--- src/rtl/nibble_cpu_v2.sv ---
// -----------------------------------------------------------------------------
// nibble_cpu_v2 -- parametrised accumulator CPU with a narrow memory bus.
//
// Fetches three DW-bit instruction words per instruction (opcode, reg/mode,
// operand), optionally loads a memory operand, then executes. Registers A, X, Y
// plus Z/C flags. Every bus cycle (F1/F2/F3/LOAD/STORE) completes only on a clk
// edge with bus_ready=1; EXEC takes exactly one cycle; HALT holds until reset.
//
// Ports
//   clk        in   clock
//   rst_n      in   asynchronous active-low reset
//   bus_addr   out  [AW+1:0] bus address (fetch, operand or store address)
//   bus_cmd    out  [2:0] 000 idle, 001 F1, 010 F2, 011 F3, 100 LOAD, 101 STORE
//   bus_we     out  write strobe, high only in STORE
//   bus_wdata  out  [DW-1:0] store data, 0 outside STORE
//   bus_rdata  in   [DW-1:0] read data, sampled when F1/F2/F3/LOAD completes
//   bus_ready  in   bus cycle completes on an edge where this is 1
//   halted     out  high in HALT
// -----------------------------------------------------------------------------
module nibble_cpu_v2 #(
   parameter int DW = 4,
   parameter int AW = 10
) (
   input  logic          clk,
   input  logic          rst_n,
   output logic [AW+1:0] bus_addr,
   output logic [2:0]    bus_cmd,
   output logic          bus_we,
   output logic [DW-1:0] bus_wdata,
   input  logic [DW-1:0] bus_rdata,
   input  logic          bus_ready,
   output logic          halted
);

   // Jump targets use the low min(DW,AW) bits of the operand value.
   localparam int TW = (DW < AW) ? DW : AW;

   typedef enum logic [6:0] {
      S_F1    = 7'b0000001,
      S_F2    = 7'b0000010,
      S_F3    = 7'b0000100,
      S_LOAD  = 7'b0001000,
      S_EXEC  = 7'b0010000,
      S_STORE = 7'b0100000,
      S_HALT  = 7'b1000000
   } state_t;

   state_t        state, state_nxt;
   logic [AW-1:0] pc;
   logic [3:0]    opc;       // w0[3:0]
   logic [3:0]    fld;       // w1[3:0]: {reg, mode}
   logic [DW-1:0] opnd;      // w2
   logic [DW-1:0] mval;      // value returned by LOAD
   logic [DW-1:0] ra, rx, ry;
   logic          z, c;

   logic [DW-1:0] sel_reg, eff_addr, value, alu_res;
   logic          alu_c, wr_reg, upd_z, do_jump;
   logic [AW-1:0] jmp_tgt;
   logic          nop_op;

   // Register select: code 11 falls back to A.
   always_comb begin
      case (fld[3:2])
         2'b01:   sel_reg = rx;
         2'b10:   sel_reg = ry;
         default: sel_reg = ra;
      endcase
   end

   // Indexed mode wraps naturally in DW bits; mode 11 behaves as direct.
   assign eff_addr = (fld[1:0] == 2'b10) ? opnd + rx : opnd;
   assign value    = (fld[1:0] == 2'b00) ? opnd : mval;
   assign nop_op   = (opc == 4'hC) || (opc == 4'hD) || (opc == 4'hE);

   always_comb begin
      jmp_tgt          = '0;
      jmp_tgt[TW-1:0]  = value[TW-1:0];
   end

   // ALU / branch decode for EXEC.
   // NOTE: every combinational output gets a default first, so no path leaves
   // a signal unassigned and no latch is inferred.
   always_comb begin
      alu_res = sel_reg;
      alu_c   = c;
      wr_reg  = 1'b0;
      upd_z   = 1'b0;
      do_jump = 1'b0;
      case (opc)
         4'h0: begin alu_res = value;             wr_reg = 1'b1; upd_z = 1'b1; end
         4'h2: begin
            {alu_c, alu_res} = {1'b0, sel_reg} + {1'b0, value};
            wr_reg = 1'b1; upd_z = 1'b1;
         end
         4'h3, 4'h7: begin
            alu_res = sel_reg - value;
            alu_c   = (sel_reg >= value);
            wr_reg  = (opc == 4'h3);
            upd_z   = 1'b1;
         end
         4'h4: begin alu_res = sel_reg & value;   wr_reg = 1'b1; upd_z = 1'b1; end
         4'h5: begin alu_res = sel_reg | value;   wr_reg = 1'b1; upd_z = 1'b1; end
         4'h6: begin alu_res = sel_reg ^ value;   wr_reg = 1'b1; upd_z = 1'b1; end
         4'h8: do_jump = 1'b1;
         4'h9: do_jump = z;
         4'hA: do_jump = c;
         4'hB: do_jump = ~z;
         default: ;
      endcase
   end

   // Next-state logic.
   always_comb begin
      state_nxt = state;
      case (state)
         S_F1:    if (bus_ready) state_nxt = S_F2;
         S_F2:    if (bus_ready) state_nxt = S_F3;
         S_F3:
            if (bus_ready) begin
               if (opc == 4'h1)                           state_nxt = S_STORE;
               else if (opc == 4'hF)                      state_nxt = S_HALT;
               else if (fld[1:0] != 2'b00 && !nop_op)     state_nxt = S_LOAD;
               else                                       state_nxt = S_EXEC;
            end
         S_LOAD:  if (bus_ready) state_nxt = S_EXEC;
         S_EXEC:  state_nxt = S_F1;
         S_STORE: if (bus_ready) state_nxt = S_F1;
         S_HALT:  state_nxt = S_HALT;
         default: state_nxt = S_F1;
      endcase
   end

   // Bus outputs decode purely from registered state, so they hold steady
   // through wait states and bus_we falls the instant reset is asserted.
   always_comb begin
      bus_addr  = '0;
      bus_cmd   = 3'b000;
      bus_we    = 1'b0;
      bus_wdata = '0;
      halted    = 1'b0;
      case (state)
         S_F1:    begin bus_addr = {pc, 2'b00}; bus_cmd = 3'b001; end
         S_F2:    begin bus_addr = {pc, 2'b01}; bus_cmd = 3'b010; end
         S_F3:    begin bus_addr = {pc, 2'b10}; bus_cmd = 3'b011; end
         S_LOAD:  begin bus_addr[DW-1:0] = eff_addr; bus_cmd = 3'b100; end
         S_STORE: begin
            bus_addr[DW-1:0] = eff_addr;
            bus_cmd          = 3'b101;
            bus_we           = 1'b1;
            bus_wdata        = sel_reg;
         end
         S_HALT:  halted = 1'b1;
         default: ;
      endcase
   end

   // NOTE: sequential state uses non-blocking assignments so every register
   // samples pre-edge values regardless of statement order; all architectural
   // state is reset because the ISA defines registers and flags as 0.
   always_ff @(posedge clk or negedge rst_n) begin
      if (!rst_n) begin
         state <= S_F1;
         pc    <= '0;
         opc   <= '0;
         fld   <= '0;
         opnd  <= '0;
         mval  <= '0;
         ra    <= '0;
         rx    <= '0;
         ry    <= '0;
         z     <= 1'b0;
         c     <= 1'b0;
      end else begin
         state <= state_nxt;
         case (state)
            S_F1:   if (bus_ready) opc <= bus_rdata[3:0];
            S_F2:   if (bus_ready) fld <= bus_rdata[3:0];
            S_F3:
               if (bus_ready) begin
                  opnd <= bus_rdata;
                  pc   <= pc + AW'(1);
               end
            S_LOAD: if (bus_ready) mval <= bus_rdata;
            S_EXEC: begin
               if (wr_reg) begin
                  case (fld[3:2])
                     2'b01:   rx <= alu_res;
                     2'b10:   ry <= alu_res;
                     default: ra <= alu_res;
                  endcase
               end
               if (upd_z) z <= (alu_res == '0);
               c <= alu_c;
               if (do_jump) pc <= jmp_tgt;
            end
            default: ;
         endcase
      end
   end

endmodule

--- config.mk ---
export PLATFORM = sky130hd
export DESIGN_NAME = nibble_cpu_v2
export DESIGN_NICKNAME = d
export VERILOG_FILES = /design/src/rtl/nibble_cpu_v2.sv
export SDC_FILE = /design/constraint.sdc
export NUM_CORES = 1
export LEC_CHECK = 0
export ABC_AREA = 1
export CORE_MARGIN = 1
export CORE_UTILIZATION = 50
export CTS_CLUSTER_DIAMETER = 30
export DETAILED_ROUTE_END_ITERATION = 6
export HOLD_SLACK_MARGIN = 0.12
export PLACE_DENSITY = 0.79
export RECOVER_POWER = 100
export SYNTH_ARGS = -nofsm -noshare
export SYNTH_HDL_FRONTEND = slang
export SYNTH_SLANG_ARGS = --single-unit
--- constraint.sdc ---
create_clock -name clk -period 3 [get_ports clk]
set_input_delay 0.6 -clock clk [delete_from_list [all_inputs] [get_ports clk]]
set_output_delay 0.6 -clock clk [all_outputs]
set_load 0.01 [all_outputs]
Word level (Yosys, flattened, before mapping)
Index checks and enable logic that the tools add are counted.

cells by class
  multiplexer cells = 26
  order comparisons = 1
  add/sub/neg operators = 4
  bitwise logic cells = 5
  eq/ne operators = 31
  reductions and logical operators = 27

operators with widths
  operator               count
  $mux 7                 7
  $pmux 7 s6             1
  $eq 4x4->1 const B     8
  $pmux 4 s6             1
  $mux 10                2
  $pmux 10 s2            1
  $eq 4x3->1 const B     4
  $pmux 4 s4             1
  $pmux 3 s5             1
  $mux 4                 3
  $ne 2x2->1 const B     6
  $reduce_and 2->1       6
  $reduce_and 3->1       4
  $add 10x1->10 const B  1
  $eq 4x2->1 const B     2
  $logic_not 4->1        2
  $mux 8                 1
  $pmux 4 s2             1
  $eq 7x1->1 const B     1
  $eq 7x2->1 const B     1
  $eq 7x3->1 const B     1
  $eq 7x4->1 const B     1
  $eq 7x5->1 const B     1
  $eq 7x6->1 const B     1
  26 further kinds       36

storage, ports and cells
  flip-flop bits (word level) = 47
  input port bits = 7
  logic and storage cells = 105
  output and inout bits = 21

Logic depth before layout (Yosys ltp)
Gate-level depths: netlist of the first run.

  depth after elaboration = 10
  mapped depth = 18
  depth with buffers taken out = 17

Worst setup path after synthesis of the first run
OpenSTA, ideal clock, no wires.

  path kind = reg-to-reg
  start point = register fld[2]
  end point = register ra[3]
  arrival = 2.411 ns
  required time = 2.882 ns
  buffers on the path = 0
  cell stages (with the launch flop) = 15
  clock period less this slack = 2.529 ns
  setup slack = 0.471 ns
  cells stage by stage = dfrtp_1 inv_1 ha_1 inv_1 o21ai_0 inv_1 ha_1 nor2_1 nand2_1 nand2_1 nand2_1 nand3_1 nand4_1 nand3_1 nand2_1

on the way
  word-level cells in the longest chain between the ends = 4
  elaborated cells between the ends (all ways) = 12
  those cells by class = 2 x add/sub; 2 x eq/ne; 2 x mux; 4 x bitwise; 2 x reduce/logical

ends and longest elaborated chain
  element                                         RTL line  text
  start, declared                                 51        logic [3:0] fld;
  start signal, assigned                          178       S_F2: if (bus_ready) fld <= bus_rdata[3:0];
  $eq 2x2->1 or $eq 2x1->1 (tied branches)        64, 187
  $pmux 4 s2 or $reduce_or 2->1 (tied branches)   n/a
  $sub 4x4->4, or another cell as far along       97        alu_res = sel_reg - value;
  $pmux 4 s6 or $reduce_and 3->1 (tied branches)  n/a
  end signal, assigned                            190       default: ra <= alu_res;
  end, declared                                   54        logic [DW-1:0] ra, rx, ry;

Parallel ways exist; a longest one is shown, timed or not.
A chain may end at the register's enable or synchronous reset.

Final worst setup path of the first run
  start point = register state[0]
  end point = output port bus_addr[11]

on the way
  word-level cells in the longest chain between the ends = 3
  elaborated cells between the ends (all ways) = 5
  those cells by class = 3 x eq/ne; 1 x mux; 1 x reduce/logical

ends and longest elaborated chain
  element                                   RTL line  text
  start, declared                           48        state_t state, state_nxt;
  start signal, assigned                    175       state <= state_nxt;
  $eq 7x3->1, or another cell as far along  142       case (state)
  $reduce_or 3->1 (no source line) (*)      n/a
  $mux 8 (*)                                142
  end, declared                             26        output logic [AW+1:0] bus_addr,

Mark *: on every way between the ends. The rest lies on a longest branch, timed or not.

==> results of run 1 <==
flip-flops by register name (all words and copies together) (netlist names):
signal	flops
c	1
fld	4
mval	4
opc	4
opnd	4
pc	10
ra	4
rx	4
ry	4
state	7
z	1
layout by cell type, fill, tap and decap left out, types with 6 or more instances in the layout:
cell,n
o21ai_0,38
nor2_1,48
nand4_1,6
buf_4,6
nand2_1,147
clkbuf_1,6
nand3_1,38
dfrtp_1,46
inv_2,12
ha_1,18
inv_1,62
xor2_1,7
clkdlybuf4s50_1,21
a21oi_1,9
power breakdown:
part / total [mW] / switching [mW] / leakage [nW] / internal [mW]
Clock: 0.391 / 0.223 / 0.0418 / 0.168
Combinational: 2.40 / 1.59 / 1.41 / 0.813
Sequential: 0.953 / 0.166 / 0.633 / 0.787
Total: 3.74 / 1.98 / 2.09 / 1.77
critical path, delay by kind of cell, from the launching register on:
family / cells / cell delay (ps)
buffers and inverters: 4 / 830
flip-flops: 1 / 570
AND/OR/NAND/NOR: 3 / 600
metal layers:
layer | up-vias | part of all wire, % | wire length (um) | GRT usage (%)
met5 | - | 0 | 0 | 0
met4 | 0 | 2.9 | 248 | 10.2
met3 | 24 | 4.9 | 419 | 4.18
met2 | 111 | 49 | 4190 | 42.8
met1 | 1551 | 44 | 3760 | 33.1
li1 | 1629 | - | - | -
logic make-up (layout without fill, tap and decap cells):
group                    after synthesis  count (layout)
AO/OA/AOI/OAI                         63              63
XOR/XNOR                               8               8
adder cells (fa/ha/maj)               21              21
buffers and inverters                 80             120
flip-flops                            47              47
multiplexers                           1               1
AND/OR/NAND/NOR                      268             268
through the flow:
step / worst slack [ps] / utilization, % / std cells / cell area [um^2] / power, mW
final: 82.4 / 58.2 / 608 / 3930 / 3.74
after global routing: -22.1 / 58.2 / 608 / 3930 / 4.09
after CTS: 7.25 / 58.3 / 604 / 3940 / 3.70
after detailed placement: 36.4 / 56.9 / 595 / 3840 / 3.27
after global placement: 13.5 / 56.9 / 595 / 3840 / 3.27
after floorplan: 471 / - / 488 / 3480 / 2.63
Yosys cell counts, types with 2 or more instances:
cell type,n,area (um^2)
a21oi_1,9,45.0
a21oi_2,2,17.5
buf_2,2,10.0
dfrtp_1,46,1150
fa_1,3,60.1
ha_1,18,225
inv_1,62,233
inv_2,12,45.0
nand2_1,144,541
nand2_2,4,25.0
nand2_4,2,22.5
nand3_1,37,185
nand3_2,4,40.0
nand4_1,6,37.5
nor2_1,48,180
nor2_2,3,18.8
nor2_4,5,56.3
nor3_1,5,25.0
o21a_1,3,22.5
o21ai_0,32,160
o21ai_1,10,50.1
o21ai_2,2,17.5
xor2_1,7,61.3
cell type report:
cell class                      count  area, um^2
Inverter                           75         284
Timing Repair Buffer               37         320
Tap cell                           80         100
Clock buffer                        6        72.6
Sequential cell                    47        1180
Multi-Input combinational cell    361        1960
Fill cell                         606        2820
Clock inverter                      2        16.3
repair_timing:
item | CTS | global route
resized for setup | 1 | 5
setup endpoints to repair | 1 | 21
pin swaps | 1 | 1
buffers inserted | 1 | 4
worst max path at each step:
stage	from	to	slack, ps
after floorplan	fld[2]	ra[3]	470
after global placement	fld[2]	ry[2]	10
after detailed placement	fld[2]	ry[2]	40
after CTS	opnd[0]	bus_addr[2]	7
after global routing	state[3]	bus_wdata[0]	-20
final	state[0]	bus_addr[11]	80
==> results.md, run 1 <==
* Setup violators final at 0
* DRC viols at 0
* Clock Skew at 7.57 ps
* Row cnt at 30
* Cell area after synthesis at 3480 um^2
* FF+latch count, synth at 47
* Largest net degree at the start of global routing at 25
* Final slew viol count at 0
* Type of origin of the critical path: flop
* Crit path cell chain: inv_1 -> nor4_4 -> nor2_4 -> inv_2 -> nand2_1 -> inv_1 -> clkdlybuf4s50_1
* Post-Synth XOR/XNOR Area at 2.02%
* Reg2reg setup slack at 220 ps
* Ports at 28
* Slew headroom at 15.4%
* Layout cells sized above 1 at 10.2%
* Leakage at 2.09 nW
* Clock buffer depth at 2
* Ys flop type: dfrtp_1
* 1st-pass router iterations at 5
* Fin crit share at 97.3%
* CTS tree: yes
* Synth Area in Adders at 8.21%
* Max stage delay cell, worst path: dfstp_1
* Die extent in x at 85.4 um
* First-pass GRT wire length at 14600 um
* Inserted Clock Buffers at 5
* Critical Setup Path Class: flop to output port
* Clock root cell: clkbuf_8
* Max cap viols at 0
* Worst Path Required at 2400 ps
* Pwr Density at 952 nW/um^2
* NumNets Final at 555
* Die Y at 85.4 um
* Worst path max stage delay at 570 ps
* RR Endpoint: ry[2]
* Worst-margin pin slew at 1270 ps
* Clk_lat worst skew at 310 ps
* Routability cong. at 0.918
* Initial Utilization at 51.4%
* VDD IR max at 0.000461 V
* Critical Path Most Common Cell: inv_1
* Detailed Route WL at 8620 um
* WHS at 457 ps
* Final HPWL DP at 6610 um
* Post-synth EDFFs at 0
* WP data arrival at 2320 ps
* Worst Setup End Kind: output port
* Final TNS setup at 0 ps
* Asr flop ratio synth at 100%
* H-tree level count at 2
* Initial drt markers at 219
* Ant diodes at 0
* Die footprint at 7290 um^2
* Fin. Hold Viols at 0
* Core box area at 6760 um^2
* Layout area overhead at 13.1%
* Via density at 5.45
* WL/cell at 14.2 um
* Total number of vias at 3315
* Post-DRT Antenna Nets at 0
* HP Class: primary input to asynchronous set/reset pin
* Compound-Gate Fraction of Synth Area at 10.4%
* Sequential fraction of the synthesis area at 33.9%
* Avg Cell Area, Syn at 7.12 um^2
* Crit-path max FO at 9
* Syn Inst Count at 488
* Hold_buf cts at 0
* Max Clock Freq at 343 MHz
* R2R Path Start: fld[2]
* Yosys warning count at 0
* Worst-path clk slew at 90 ps
* Worst Reg-to-Reg Cells at 15
* Number of global-route vias before repair at 3167
* Mapped Nets at 516
* Largest family of logic cells by synthesized area: simple AND/OR/NAND/NOR gates
* Post-synthesis mux area share at 0.288%
* IO Port Bufs at 27
* Total grt overflow at 0
* Clock sinks at 47
* RSZ-0062 raised after global routing: yes
* Tot GR Track Use at 25.6%
* Post-synthesis simple-gate area fraction at 36.1%
* Distinct cells, synth at 45
* Status: completed
* Initial antenna violation count at 0
* Period minus WS final at 2920 ps
Note: power is estimated with default switching activity, not from simulation.
==> run 2: changes to the inputs <==
CORE_MARGIN = 2   (was 1)
HOLD_SLACK_MARGIN = 0.15   (was 0.12)
TNS_END_PERCENT = 50   (was default)
==> run 2 against run 1 <==
Critical path depth is 3 higher; largest power group unchanged; critical path type unchanged; final area stayed put; the run now ends with max-capacitance violations, max-slew violations left; power is 0.76% lower; maximum frequency is 2.2% higher.
==> results.md, run 2 (synthesis results as in run 1) <==
* Initial drt markers at 241 (+10%)
* Ports at 28 (unchanged)
* Commonest non-fill, non-tap cells in the layout: nand2_1 (147), inv_1 (62), nor2_1 (48)
* First-pass GRT wire length at 14000 um (-4.1%)
* Most common cell after layout, fill and taps aside: nand2_1
* Tot GR Track Use at 23.3% (-2.3 points)
* Worst-path clk slew at 90 ps (about the same)
* Setup violators final at 0 (unchanged)
* Ant diodes at 0 (unchanged)
* Top reg by flops: pc
* H-tree level count at 2 (unchanged)
* WL/cell at 13.9 um (-2.0%)
* CTS tree: yes
* Number of global-route vias before repair at 3124 (-1.4%)
* RSZ-0062 raised after global routing: no
* 1st-pass router iterations at 5 (unchanged)
* Die footprint at 7630 um^2 (+4.7%)
* Layout area overhead at 13.1% (unchanged)
* Hold Crit Start: mval[2]
* Worst Setup End Kind: output port
* Clock buffer depth at 2 (unchanged)
* Die extent in x at 87.4 um (+2.3%)
* Clock sinks at 47 (unchanged)
* Via density at 5.39 (-1.1%)
* Leakage at 2.10 nW (+0.39%)
* Core box area at 6760 um^2 (unchanged)
* WP data arrival at 2250 ps (-70 ps)
* Critical Setup Path Class: flop to output port
* Fin crit share at 95.2% (-2.1 points)
* Routability cong. at 0.952 (+3.7%)
* Period minus WS final at 2850 ps (-63.0 ps)
* Initial Utilization at 51.4% (unchanged)
* Clock root cell: clkbuf_8
* Largest register FFs at 10 (unchanged)
* Worst-margin pin slew at 1650 ps (+379 ps)
* Post-DRT Antenna Nets at 0 (unchanged)
* Total number of vias at 3267 (-1.4%)
* Crit-path max FO at 9 (unchanged)
* Largest regs: pc: 10 flops, state: 7 flops
* Clock Skew at 4.09 ps (-3.48 ps)
* Total grt overflow at 0 (unchanged)
* Max Clock Freq at 350 MHz (+2.2%)
* NumNets Final at 553 (-0.36%)
* Row cnt at 30 (unchanged)
* Final slew viol count at 31 (+31)
* Worst Path Required at 2400 ps (about the same)
* Initial antenna violation count at 0 (unchanged)
* HP Class: flop to flop
* Final TNS setup at 0 ps (unchanged)
* Status: finished with violations
* Pwr Density at 945 nW/um^2 (-0.76%)
* Crit path from: state[4]
* WHS at 502 ps (+44.5 ps)
* Detailed Route WL at 8420 um (-2.4%)
* VDD IR max at 0.000535 V (+16%)
* Largest net degree at the start of global routing at 31 (+24%)
* Inserted Clock Buffers at 5 (unchanged)
* Slew headroom at -9.88% (-25 points)
* Die Y at 87.4 um (+2.3%)
* Type of origin of the critical path: flop
* R2R Path Start: fld[2]
* Final HPWL DP at 6660 um (+0.66%)
* DRC viols at 0 (unchanged)
* Layout cells sized above 1 at 10.3% (+0.039 points)
* IO Port Bufs at 27 (unchanged)
* Clk_lat worst skew at 300 ps (about the same)
* Reg2reg setup slack at 270 ps (+50 ps)
* Max cap viols at 1 (+1)
* Fin. Hold Viols at 0 (unchanged)
* Failing checks: max-capacitance violations, max-slew violations
run 2: worst max-delay path: stages, from the launching register on:
cell and delay, ps:
dfrtp_1 440, inv_1 120, nand3_2 130, inv_2 90
nand4_1 180, nand2_2 160, nor2_2 80, inv_4 120
nand2_1 60, inv_1 50, clkdlybuf4s50_1 520
run 2: stage by stage:
stage / utilization, % / setup WS (ps) / instance area (um^2) / instances / power (mW)
after floorplan: - / 471 / 3480 / 488 / 2.63
after global placement: 57.0 / 10.8 / 3850 / 596 / 3.27
after detailed placement: 57.0 / -21.3 / 3850 / 596 / 3.30
after CTS: 58.5 / 33.5 / 3950 / 604 / 3.71
after global routing: 58.2 / 7.75 / 3930 / 606 / 4.04
final: 58.2 / 145 / 3930 / 606 / 3.72
run 2: area by class of cell:
class                      instances  area [um^2]
clock buffer                       6         72.6
tap                               80          100
inverter                          75          287
fill                             657         2820
clock inverter                     2         16.3
multi-input combinational        361         1970
timing repair buffer              35          310
sequential                        47         1180
run 2: path summary, 6_finish.rpt:
kind | endpoint | cells past startpoint
max in group asynchronous | state[0] | 2
hold reg to reg | mval[2] | 2
min in group asynchronous | pc[6] | 1
setup / recovery | bus_addr[5] | 10
hold / removal | mval[2] | 2
setup reg to reg | ry[2] | 15
run 2: layer usage:
layer | up-vias | routed length, um | track usage [%] | part of all wire, %
met5 | - | 0 | 0 | 0
met1 | 1545 | 3770 | 30.3 | 45
met4 | 0 | 152 | 6.57 | 1.8
met2 | 86 | 4140 | 39.9 | 49
met3 | 11 | 364 | 3.70 | 4.3
li1 | 1625 | - | - | -
run 2: repair_timing:
action                                  in CTS  in global routing
endpoints found under the setup margin       8                 19
gates resized for setup                      2                  7
buffers inserted                             0                  2
pin swaps                                    1                  2
hold buffers                                 0                  0
run 2: report_power, final:
group	switching, mW	internal [mW]
registers	0.174	0.787
logic	1.56	0.797
clock network	0.227	0.168
total	1.96	1.75
==> run 3: changes to the inputs <==
TNS_END_PERCENT = 20   (was 50)
==> run 3 against run 2 <==
Largest cell class unchanged; final area increased by 0.29%; critical path depth shrank 4; largest power group unchanged; global-route usage is 0.099 points lower; clock skew grew 2.7 ps; count of clock-buffer cells in the layout unchanged; power increased by 0.63%; register-to-register slack barely moved; the flow still finishes with violations (max-capacitance violations, max-slew violations); final cell count is 0.33% lower.
==> results.md, run 3 (synthesis results as in run 1) <==
* Sw Ratio at 52.8% (-0.093 points)
* Filler Cell Count at 654 (-0.46%)
* Die Y at 87.4 um (unchanged)
* Failing checks: max-capacitance violations, max-slew violations
* Worst path max stage delay at 540 ps (+20 ps)
* Slew headroom at -9.41% (+0.46 points)
* RSZ-0062 raised after global routing: yes
* Setup violators final at 0 (unchanged)
* Row cnt at 30 (unchanged)
* Worst Path Required at 2400 ps (about the same)
* Max cap viols at 1 (unchanged)
* Most common cell after layout, fill and taps aside: nand2_1
* Crit-path max FO at 5 (-4)
* Clock Skew at 6.78 ps (+2.69 ps)
* Pwr Density at 948 nW/um^2 (+0.34%)
* Initial Utilization at 51.4% (unchanged)
* HP Class: flop to flop
* Via density at 5.37 (-0.31%)
* 1st-pass router iterations at 5 (unchanged)
* NumNets Final at 551 (-0.36%)
* Max Clock Freq at 349 MHz (-0.26%)
* Routability cong. at 0.952 (unchanged)
* Total grt overflow at 0 (unchanged)
* Seq pwr share at 25.7% (-0.2 points)
* Worst-path clk slew at 90 ps (about the same)
* Setup ws final at 138 ps (-7.51 ps)
* Design Area, Final at 3940 um^2 (+0.29%)
* VDD IR max at 0.000521 V (-2.7%)
* Tot GR Track Use at 23.2% (-0.099 points)
* First-pass GRT wire length at 14000 um (-0.49%)
* Layout cells sized above 1 at 10.9% (+0.61 points)
* P_int at 1.77 mW (+0.83%)
* Max stage delay cell, worst path: clkdlybuf4s50_1
* Initial antenna violation count at 0 (unchanged)
* Die footprint at 7630 um^2 (unchanged)
* Ant diodes at 0 (unchanged)
* Die extent in x at 87.4 um (unchanged)
* Critical Path Most Common Cell: nor2_1
* Layout area overhead at 13.5%
* WL/cell at 13.8 um (-0.60%)
* Largest register FFs at 10 (unchanged)
* Fin crit share at 95.4% (+0.25 points)
* Status: finished with violations
* Period minus WS final at 2860 ps (+7.51 ps)
* Critical Setup Path Class: flop to output port
* Sw Pwr at 1.97 mW (+0.45%)
* Detailed Route WL at 8340 um (-0.93%)
* Top reg by flops: pc
* Number of global-route vias before repair at 3107 (-0.54%)
* Initial drt markers at 235 (-2.5%)
* Clock sinks at 47 (unchanged)
* Core box area at 6760 um^2 (unchanged)
* Pre-CTS setup slack at -21.3 ps (unchanged)
* Commonest non-fill, non-tap cells in the layout: nand2_1 (144), inv_1 (61), nor2_1 (48)
* WP data arrival at 2260 ps (about the same)
* Layout Utilization at 58.4% (+0.17 points)
* Type of origin of the critical path: flop
* CTS tree: yes
* Crit path cell chain: nor2_1 -> nand2_2 -> nor4_2 -> inv_1 -> nor2_1 -> clkdlybuf4s50_1
* DRC viols at 0 (unchanged)
* Fin. Hold Viols at 0 (unchanged)
* Inserted Clock Buffers at 5 (unchanged)
* Clk_lat worst skew at 300 ps (about the same)
* H-tree level count at 2 (unchanged)
* Clock root cell: clkbuf_8
* Clock network power share at 10.4% (-0.2 points)
* Total number of vias at 3246 (-0.64%)
* Non-Filler Instances at 604 (-0.33%)
* Ports at 28 (unchanged)
* IO Port Bufs at 27 (unchanged)
* Worst-margin pin slew at 1640 ps (-6.94 ps)
* Postcts setup bufs at 0 (unchanged)
* Post-DP Area at 3850 um^2 (unchanged)
* Post-DRT Antenna Nets at 0 (unchanged)
* DP Cell Count at 596 (unchanged)
* Comb power frac at 63.8% (+0.3 points)
* Leakage at 2.11 nW (+0.80%)
* Final slew viol count at 31 (unchanged)
* Clock buffer depth at 2 (unchanged)
* Worst Setup End Kind: output port
* Largest net degree at the start of global routing at 31 (unchanged)
* Final HPWL DP at 6660 um (unchanged)
* WHS at 501 ps (-0.850 ps)
* Largest regs: pc: 10 flops, state: 7 flops
run 3: cell count changes in the layout (fill, tap and decap cells not counted), moves of 2 or more:
cell,previous run,this run
clkdlybuf4s50_1,20,23
nand2_4,0,2
dlygate4sd3_1,4,1
o21ai_1,2,11
nand2_1,147,144
o21ai_0,39,30
run 3: power groups by stage:
stage | registers [mW] | logic [mW] | clock network [mW]
final | 0.961 | 2.39 | 0.390
after floorplan | 0.924 | 1.70 | 0
after CTS | 0.956 | 2.35 | 0.401
after global placement | 0.958 | 2.32 | 0
after detailed placement | 0.966 | 2.33 | 0
after global routing | 0.980 | 2.67 | 0.419
run 3: routing by layer:
layer	vias up	global-route usage, %	wire length [um]
met2	95	39.8	4110
li1	1621	-	-
met5	-	0	0
met4	0	6.43	150
met3	11	3.70	365
met1	1519	30.2	3720
run 3: worst max-delay path, delay by kind of cell, from the launching register on:
family,cells,cell delay [ps]
flip-flops,1,430
AND/OR/NAND/NOR,4,740
buffers and inverters,2,780
run 3: path summary, 6_finish.rpt:
kind,start,end,slack (ps),cells after the start
max in group asynchronous,rst_n,state[0],1120,2
min in group asynchronous,rst_n,pc[7],700,1
setup / recovery,state[3],bus_wdata[1],140,6
setup reg to reg,fld[2],ry[2],270,15
hold reg to reg,mval[2],mval[2],500,2
hold / removal,mval[2],mval[2],500,2
run 3: timing repair:
action | 4_1_cts | 5_1_grt
resized for setup | 1 | 6
endpoints found under the setup margin | 8 | 19
pin swaps | 0 | 1
hold buffers | 0 | 0
run 3: layout make-up:
cell class	instances	area (um^2)	area share, %
inverters	75	287	7.27
multi-input cells	361	1980	50.3
repair buffers	33	307	7.77
well taps	80	100	2.54
flip-flops and latches	47	1180	29.9
clock inverters	2	16.3	0.412
clock buffers	6	72.6	1.84
run 3: metrics by stage:
stage / total power [mW] / setup TNS (ps)
after detailed placement: 3.30 / -26.4
final: 3.74 / 0
after CTS: 3.70 / -17.3
after floorplan: 2.63 / 0
after global routing: 4.06 / -3.22
after global placement: 3.27 / 0
==> RTL change 1 (config.mk and constraints of run 3) <==
`AW`: 10 -> 11.
--- a/src/rtl/nibble_cpu_v2.sv
+++ b/src/rtl/nibble_cpu_v2.sv
@@ -20,5 +20,5 @@
 module nibble_cpu_v2 #(
    parameter int DW = 4,
-   parameter int AW = 10
+   parameter int AW = 11
 ) (
    input  logic          clk,
Ports: changed (resized bus_addr); port bits go from 28 to 29. The function was not compared with the original's and may differ.
==> RTL change 1 against run 3 <==
Worst setup slack worse by 24 ps; wire length decreased by 4.4%; total power down 4.6%; area after synthesis down 2.0%; sequential cell count increased by 1; global-route usage fell by 0.46 points; count of clock-buffer cells in the layout is 1 lower; non-clock buffer count did not move; final area decreased by 1.4%; largest cell class unchanged; highest routed layer unchanged.
==> RTL change 1: results (changes against run 3) <==
stage	metric	value	unit	change
outcome	outcome	finished, final reports clean		was finished with violations
power_and_ir_drop	clock group power	467	uW	was 390 uW
min_path	hold path endpoint	ry[1]		was mval[2]
yosys	XOR/XNOR share of the synthesized area	2.83	%	was 2.02%
grt	first-pass GRT wire length	13500	um	was 14000 um
power_and_ir_drop	Switching Fraction	49.9	%	was 52.8%
finish	Top Registers	pc: 11 flops, state: 7 flops		was pc: 10 flops, state: 7 flops
min_path	HP Start	ry[1]		was mval[2]
placement	Post-Place Worst Slack	214	ps	was -21.3 ps
worst_setup_path	Crit path max-delay family	adder cells		was buffers and inverters
placement	Area after DPL	3790	sq um	was 3850 sq um
yosys	post-synthesis sequential area ratio	35.3	%	was 33.9%
grt	GRT Overall Usage	22.7	%	was 23.2%
finish	count of nets after finishing	559		was 551
worst_setup_path	Reg2Reg Capture Point	z		was ry[2]
power_and_ir_drop	Peak VDD IR	0.449	mV	was 0.521 mV
placement	Final GP Congestion	0.924		was 0.952
finish	fill count	615		was 654
placement	port buffer count	28		was 27
detailed_routing	Max Used Layer	met4		unchanged
detailed_routing	metal2 WL	3760	um	was 4110 um
detailed_routing	met1 wire length	3670	um	was 3720 um
grt	initial antenna violation count	0		unchanged
detailed_routing	1st-iter DRT viols	262		was 235
power_and_ir_drop	pwr dens	917	nW/um^2	was 948 nW/um^2
yosys	synth cell count leaders	nand2_1, inv_1, nor2_1		unchanged
clocking	Max H-tree Level	2		unchanged
grt	met1 Use GR	30.8	%	was 30.2%
worst_setup_path	critical path's largest stage delay	580	ps	was 540 ps
yosys	Compound-Gate Fraction of Synth Area	10.1	%	was 10.4%
sta	hold_ws	486	ps	was 501 ps
grt	GRT met2 Usage	36.7	%	was 39.8%
detailed_routing	final WL	7970	um	was 8340 um
detailed_routing	met3 wire length	368	um	was 365 um
worst_setup_path	reg2reg setup slack	310	ps	was 270 ps
grt	GR met3 Demand/Resource	4.00	%	was 3.70%
placement	DP Cell Count	604		was 596
yosys	Synth area leaders	dfrtp_1, nand2_1, inv_1, ha_1, o21ai_0		was dfrtp_1, nand2_1, inv_1, ha_1, nand3_1
worst_setup_path	peak fanout along the critical path	4		was 5
power_and_ir_drop	Leak Pwr	2.06	nW	was 2.11 nW
sta	Final Skew	3.66	ps	was 6.78 ps
sta	Tightest Pin Transition	1190	ps	was 1640 ps
yosys	mux cell area share after synthesis	0	%	was 0.288%
worst_setup_path	CP Data Arrival Time	2290	ps	was 2260 ps
finish	fraction of layout cells with a size suffix above 1	6.20	%	was 10.9%
yosys	post-synthesis cell type count	33		was 45
detailed_routing	Wirelength per Cell	13.0	um	was 13.8 um
yosys	Synth Area in Adders	8.38	%	was 8.21%
placement	post-detail-place hpwl	6230	um	was 6660 um
grt	vias in the first global route	2941		was 3107
yosys	Synthesized Nets	523		was 516
grt	largest net degree at the start of global routing	49		was 31
detailed_routing	vias after detailed routing	3224		was 3246
## RTL change 1: cell count changes after synthesis, moves of 5 or more
cell     change
nand4_1      -5
inv_2        -9
inv_1       +17
nand2_1      +7
o21ai_0     +10
## RTL change 1: logic make-up after synthesis
logic type / count (synthesis)
compound gates: 65
xor+xnor: 11
fa+ha+maj: 21
buf+inv: 87
flops: 48
simple gates: 263
## RTL change 1: final cells by class
type | instances | area, sq um | share of cell area (%)
multi-input combinational | 360 | 1860 | 47.9
sequential | 48 | 1200 | 30.9
inverter | 83 | 313 | 8.04
timing repair buffer | 33 | 300 | 7.72
tap | 80 | 100 | 2.57
clock buffer | 5 | 68.8 | 1.77
clock inverter | 3 | 42.5 | 1.09
## RTL change 1: worst max-delay path by stage
stage                       start           to  slack (ps)  cells after the start
after detailed placement   fld[2]            z         210                     14
after global placement     fld[2]            z         310                     14
final                     opnd[0]  bus_addr[1]         110                      5
after global routing       fld[2]            z           8                     15
after CTS                 opnd[2]  bus_addr[3]          10                      9
after floorplan            fld[2]            z         490                     14
==> RTL change 2 (config.mk and constraints of run 3) <==
Without the edit above. Reset style: synchronous (`rst_n`), changed in one clocked block. Comments in the files are not updated.
--- a/src/rtl/nibble_cpu_v2.sv
+++ b/src/rtl/nibble_cpu_v2.sv
@@ -159,5 +159,5 @@
    // samples pre-edge values regardless of statement order; all architectural
    // state is reset because the ISA defines registers and flags as 0.
-   always_ff @(posedge clk or negedge rst_n) begin
+   always_ff @(posedge clk) begin
       if (!rst_n) begin
          state <= S_F1;
Check against the original RTL: differs if rst_n is asserted again (counterexample within 4 cycles, from zero or initial values and one cycle with rst_n low); with rst_n held inactive, the same outputs for 4 cycles.
==> RTL change 2 against run 3 <==
Final area shrank 6.2%; register-to-register slack got worse by 90 ps; fmax down 2.1%; wire length is 0.38% lower; critical path depth unchanged; area after synthesis down 8.1%; non-clock buffer count unchanged; worst setup slack worse by 61 ps; sequential cell count unchanged.
Power is not compared: it rests on default switching activity, and its combinational part moved more than twofold at a synthesized area within 25%.
==> RTL change 2: results (changes against run 3) <==
stage	metric	value	unit	change
outcome	outcome	finished, final reports clean		was finished with violations
grt	met1 Use GR	30.7	%	was 30.2%
detailed_routing	met1 wire length	3530	um	was 3720 um
worst_setup_path	peak fanout along the critical path	3		was 5
grt	largest net degree at the start of global routing	35		was 31
grt	first-pass GRT wire length	13900	um	was 14000 um
detailed_routing	final WL	8310	um	was 8340 um
flow_run	MaxCap Viol Count	0		was 1
grt	GR met3 Demand/Resource	5.64	%	was 3.70%
yosys	post-synthesis cell type count	35		was 45
worst_setup_path	reg2reg setup slack	180	ps	was 270 ps
grt	GRT met2 Usage	40.6	%	was 39.8%
yosys	FFs w/ async S/R, synth	0	%	was 100%
sta	Tcrit/Tclk final	97.4	%	was 95.4%
sta	Final Skew	10.4	ps	was 6.78 ps
worst_setup_path	crit path capture	bus_addr[2]		was bus_wdata[1]
worst_setup_path	CP Data Arrival Time	2320	ps	was 2260 ps
grt	vias in the first global route	3077		was 3107
yosys	post-synthesis sequential area ratio	29.4	%	was 33.9%
min_path	hold path endpoint	mval[1]		was mval[2]
finish	Layout Cells excl Fill	603		was 604
placement	post-detail-place hpwl	6280	um	was 6660 um
worst_setup_path	Reg2Reg Capture Point	z		was ry[2]
min_path	HP Start	mval[1]		was mval[2]
sta	hold_ws	464	ps	was 501 ps
placement	Final GP Congestion	0.895		was 0.952
detailed_routing	drt pass-1 iters	6		was 5
sta	Tightest Pin Transition	559	ps	was 1640 ps
finish	fraction of layout cells with a size suffix above 1	8.37	%	was 10.9%
clocking	clock latency on the worst-skew pair	320	ps	was 300 ps
yosys	synth cell count leaders	nand2_1, inv_1, nor2_1		unchanged
detailed_routing	met3 wire length	536	um	was 365 um
yosys	Synth area leaders	dfxtp_1, nand2_1, inv_1, o21ai_0, ha_1		was dfrtp_1, nand2_1, inv_1, ha_1, nand3_1
placement	Post-Place Worst Slack	37.5	ps	was -21.3 ps
clocking	PostCTS Resize Cnt	0		was 1
detailed_routing	metal2 WL	4030	um	was 4110 um
worst_setup_path	Worst Setup SP	opnd[0]		was state[3]
worst_setup_path	Worst R2R Start	fld[2]		unchanged
yosys	Synthesized Nets	520		was 516
RTL change 2: critical path, cell delays in order, from the launching register on:
cell and delay (ps):
dfxtp_1 350, ha_1 230, fa_1 390, nor2_1 120, o22ai_1 100, o21ai_0 240, clkdlybuf4s50_1 580
RTL change 2: layout make-up:
| type | instances | area, sq um |
|---|---|---|
| inverters | 79 | 304 |
| repair buffers | 33 | 314 |
| well taps | 77 | 96.3 |
| fillers | 588 | 2580 |
| clock inverters | 2 | 38.8 |
| multi-input cells | 359 | 1920 |
| flip-flops and latches | 47 | 943 |
| clock buffers | 6 | 82.6 |
RTL change 2: logic make-up (layout without fill, tap and decap cells):
| kind of cell | Yosys count | after routing | synth area share, % |
|---|---|---|---|
| fa+ha+maj | 21 | 21 | 8.93 |
| flops | 47 | 47 | 29.4 |
| simple gates | 235 | 235 | 34.1 |
| buf+inv | 86 | 120 | 10.6 |
| compound gates | 99 | 99 | 15.9 |
| xor+xnor | 4 | 4 | 1.10 |
